===== src/rtl/mux_rr_scanner.sv =====
// Round-robin request scanner driving the select of a 4:1 mux.
// It waits a settle time, then samples the mux output y and presents it on a valid/ready port.
module mux_rr_scanner #(
  parameter int unsigned SETTLE_CYCLES = 2  // legal range 1..15
) (
  input  logic       clk,
  input  logic       rst_n,
  input  logic       en,
  input  logic [3:0] req,
  input  logic       y,
  output logic [1:0] sel,
  output logic       out_valid,
  input  logic       out_ready,
  output logic       out_data,
  output logic [1:0] out_ch,
  output logic       busy
);

  typedef enum logic [1:0] {IDLE, SETTLE, VALID} state_t;

  localparam logic [3:0] CNT_INIT = 4'(SETTLE_CYCLES);

  state_t     state, state_n;
  logic [1:0] sel_n, last, last_n, out_ch_n;
  logic [3:0] cnt, cnt_n;
  logic       out_valid_n, out_data_n;
  logic [1:0] grant, idx;
  logic       found;

  // Search order starts one past the last delivered channel and wraps mod 4.
  always_comb begin
    grant = last;
    found = 1'b0;
    idx   = '0;
    for (int unsigned i = 1; i <= 4; i++) begin
      idx = last + 2'(i);
      if (!found && req[idx]) begin
        grant = idx;
        found = 1'b1;
      end
    end
  end

  always_comb begin
    state_n     = state;
    sel_n       = sel;
    cnt_n       = cnt;
    last_n      = last;
    out_valid_n = out_valid;
    out_data_n  = out_data;
    out_ch_n    = out_ch;
    unique case (state)
      IDLE: begin
        if (en && (|req)) begin
          sel_n   = grant;
          cnt_n   = CNT_INIT;
          state_n = SETTLE;
        end
      end
      SETTLE: begin
        cnt_n = cnt - 4'd1;
        if (cnt == 4'd1) begin
          out_data_n  = y;
          out_ch_n    = sel;
          out_valid_n = 1'b1;
          state_n     = VALID;
        end
      end
      VALID: begin
        if (out_ready) begin
          out_valid_n = 1'b0;
          last_n      = out_ch;
          state_n     = IDLE;
        end
      end
      default: state_n = IDLE;
    endcase
  end

  always_ff @(posedge clk or negedge rst_n) begin
    if (!rst_n) begin
      state     <= IDLE;
      sel       <= '0;
      cnt       <= '0;
      last      <= 2'd3;
      out_valid <= 1'b0;
      out_data  <= 1'b0;
      out_ch    <= '0;
    end else begin
      state     <= state_n;
      sel       <= sel_n;
      cnt       <= cnt_n;
      last      <= last_n;
      out_valid <= out_valid_n;
      out_data  <= out_data_n;
      out_ch    <= out_ch_n;
    end
  end

  assign busy = (state != IDLE);

endmodule


===== config.mk =====
export PLATFORM = sky130hd
export DESIGN_NAME = mux_rr_scanner
export DESIGN_NICKNAME = d
export VERILOG_FILES = /design/src/rtl/mux_rr_scanner.sv
export SDC_FILE = /design/constraint.sdc
export NUM_CORES = 1
export LEC_CHECK = 0
export ABC_AREA = 1
export BUFFER_PORTS_ARGS = -buffer_cell sky130_fd_sc_hd__buf_4
export CORE_ASPECT_RATIO = 0.8
export CORE_UTILIZATION = 50
export DETAILED_ROUTE_END_ITERATION = 8
export GPL_ROUTABILITY_DRIVEN = 0
export HOLD_SLACK_MARGIN = 0.12
export MAX_ROUTING_LAYER = met4
export PLACE_DENSITY = 0.73
export SETUP_SLACK_MARGIN = 0.2
export SLEW_MARGIN = 40
export SYNTH_ARGS = -nofsm -noshare
export SYNTH_HDL_FRONTEND = slang
export SYNTH_SLANG_ARGS = --single-unit

===== constraint.sdc =====
create_clock -name clk -period 1.7 [get_ports clk]
set_input_delay 0.34 -clock clk [delete_from_list [all_inputs] [get_ports clk]]
set_output_delay 0.34 -clock clk [all_outputs]
set_load 0.1 [all_outputs]

==> metrics.md <==
| Metric | Value |
|---|---|
| First drt pass iteration count | 4 |
| R2R setup slack | between 0.2 and 0.25 ns |
| Synth top area share | roughly a third |
| Slew of the pin with the lowest slew margin | approximately 0.46 ns |
| Die width | between 40 and 50 um |
| Initial core utilization | a little over half |
| Global-route wire length before repair | approximately 2.8 mm |
| # nets final | 139 |
| Area Overhead vs Synth | 31.1% |
| Antenna Diode Count | 0 |
| Status | finished, final reports clean |
| # DRC | 0 |
| Most frequent CP cell | nand2_4 |
| Unique masters post-synth | 25 |
| Max-slew violation count | 0 |
| Endpoint, Worst Hold | state[1] |
| Yosys top cell by area | dfrtp_1 |
| CTS root buf | clkbuf_4 |
| CP Cell Sequence | buf_12 > inv_8 > nand2_4 > nand2_4 > nand2_4 > nand2_4 > inv_4 > nand3_4 > nand3_2 > nand2_1 > nand2_1 > nand2_1 |
| Cell Area, Synth | slightly below 900 um^2 |
| CTS Buffer Depth | 2 |
| CP required | about 1.9 ns |
| DR iter-0 viols | 11 |
| GRT overflow | 0 |
| Most frequent cells after synthesis | 27 x nand2_1, 12 x dfrtp_1, 10 x nand2_2, 8 x inv_1, 5 x nand3_1 |
| HPWL Detailed | approximately 1.2 mm |
| Max Cap Violations | 0 |
| Slew HR | approximately 70% |
| Minimum clock period | around 1.5 ns |
| Fin Clk Skew | ~0.0074 ns |
| Routed WL | 1.73 mm |
| Hold path startpoint | out_ready |
| Routed WL per cell | around 12 um |
| Top cells by area, synth | dfrtp_1 35%, nand2_1 12%, nand2_2 7.2%, dfstp_2 6.1%, nand2_4 5.2% |
| Count leader, synth | nand2_1 |
| Critical path's top delay family | flip-flops |
| Worst-skew pair later-pin latency | between 0.2 and 0.3 ns |
| Tot GR Track Use | between 20 and 25% |
| Post-synth EDFFs | 0 |
| Crit path launch type | flip-flop |
| Critical path capture point type | flip-flop |
| Cell row count | 13 |
| Antenna-violating nets left | 0 |
| # IOs | 16 |
| Vias in the first global route | approximately 620 |
| Final-report setup violation count | 0 |
| Critical Path Fanout Max | 8 |
| Fmax achieved | around 680 MHz |
| CTS tree | yes |
| Detailed-route via count | 729 |
| CP arrival | about 1.7 ns |
| Avg Inst Size Synth | between 8 and 9 um^2 |
| Largest stage delay, worst path | around 0.56 ns |
| Hold Crit Class | input pin to flip-flop |
| Syn nets | 115 |
| Crit Path Class | flip-flop to flip-flop |
| CTS clk-pin slew, worst paths | roughly 0.09 ns |
| WHS Path Cells | 2 |
| Tcrit/Tclk final | 86.0% |
| Area of the core | 1630 um^2 |
| FF-to-FF Start | last[0] |
| Final hold vios | 0 |
| RSZ-0062 raised after global routing | true |
| Largest net degree at the start of global routing | 15 |
| CTS buffer count | 3 |
| Yosys reg bits | 14 |
| Synth Warn # | 0 |
| Slowest cell on the critical path | dfstp_2 |
| Vias/cell | approximately 5 |
| Initial antenna violation count | 0 |
| Clock net sink count | 14 |
| Sequential share of the synthesized area | around 41% |
| PortBufs | 15 |
| Reg2reg path depth | 12 |
| Bufs and invs on worst path | 3 |
| Die height | between 30 and 40 um |
| Prevailing post-synth register cell | dfrtp_1 |
| Hold WS | roughly 0.22 ns |
| Proportion of layout cells with a drive suffix above 1 | approximately two fifths |
| Cells after synthesis | approximately 100 |
| Fraction of registers with async set/reset | 100% |
| DIE AREA | approximately 1900 um^2 |
| Critical R2R Capture | sel[1] |
| H-tree depth | 1 |
| Setup TNS | 0 ns |
[repair_timing]
action | 4_1_cts | 5_1_grt
endpoints found under the setup margin | 0 | 3
hold endpoints to repair | 14 | 0
resized for setup | 0 | 13
hold buffers | 1 | 0
setup buffers | 0 | 4
[layout make-up]
type                            instances  area (um^2)
Clock buffer                            4         36.3
Timing Repair Buffer                   20          169
Inverter                               14         62.6
Tap cell                               22         27.5
Fill cell                             122          492
Multi-Input combinational cell         75          487
Sequential cell                        14          353
[kinds of logic (layout without fill, tap and decap cells)]
group,count (synthesis),in the layout,synth area share (%)
and+or+nand+nor,55,55,33.8
buffers and inverters,15,38,8.53
AOI/OAI and AO/OA,13,13,7.95
xor gates and xnor gates,1,1,1.01
DFF,14,14,40.8
adders and majority gates,2,2,2.89
muxes,4,4,5.06
[cell usage in the layout, fill, tap and decap left out, drive strengths merged]
master	count
nand2	41
buf	19
inv	14
dfrtp	12
o21ai	7
nand3	6
nor2	5
a21oi	4
clkbuf	4
mux2	3
nand4	2
ha	2
dfstp	2
nor3	1
o31ai	1
mux2i	1
xnor2	1
o22ai	1
dlygate4sd3	1
[per-stage QoR]
step / cell area [um^2] / instances / utilization, % / worst slack (ns)
floorplan: 868 / 104 / - / 0.301
finish: 1130 / 149 / 69.8 / 0.238
global placement: 997 / 140 / 61.3 / 0.251
global route: 1130 / 149 / 69.8 / 0.145
detailed placement: 997 / 140 / 61.3 / 0.229
CTS: 1040 / 145 / 64.2 / 0.213
[worst max-delay path by stage]
stage	startpoint	to	slack [ns]	depth (start not counted)
2_1_floorplan	state[1]	cnt[1]	0.30	7
3_5_place_dp	last[0]	sel[1]	0.23	11
4_1_cts	last[0]	sel[1]	0.21	11
3_3_place_gp	last[0]	sel[1]	0.25	11
5_1_grt	last[0]	sel[1]	0.15	12
6_report	last[0]	sel[1]	0.24	12
[state kept, by name, summed over array words and instances, names as in the netlist]
register,flops
last,2
out_ch,2
state,2
out_data,1
sel,2
cnt,4
out_valid,1
[layer usage]
metal / up-vias / GRT usage, % / routed length, um
met5: - / - / 0
met4: 0 / 8.82 / 19
met3: 3 / 7.45 / 76
met2: 15 / 29.9 / 728
met1: 334 / 28.6 / 908
li1: 377 / - / -
[worst reg2reg max path: stages, from the launching register on]
cell and delay, ns:
dfstp_2 0.56, buf_12 0.12, inv_8 0.05, nand2_4 0.06
nand2_4 0.06, nand2_4 0.08, nand2_4 0.05, inv_4 0.07
nand3_4 0.07, nand3_2 0.07, nand2_1 0.05, nand2_1 0.06
nand2_1 0.05
Power is not shown: default switching activity piles up to over one toggle a cycle in this logic, so the estimate is an artifact.
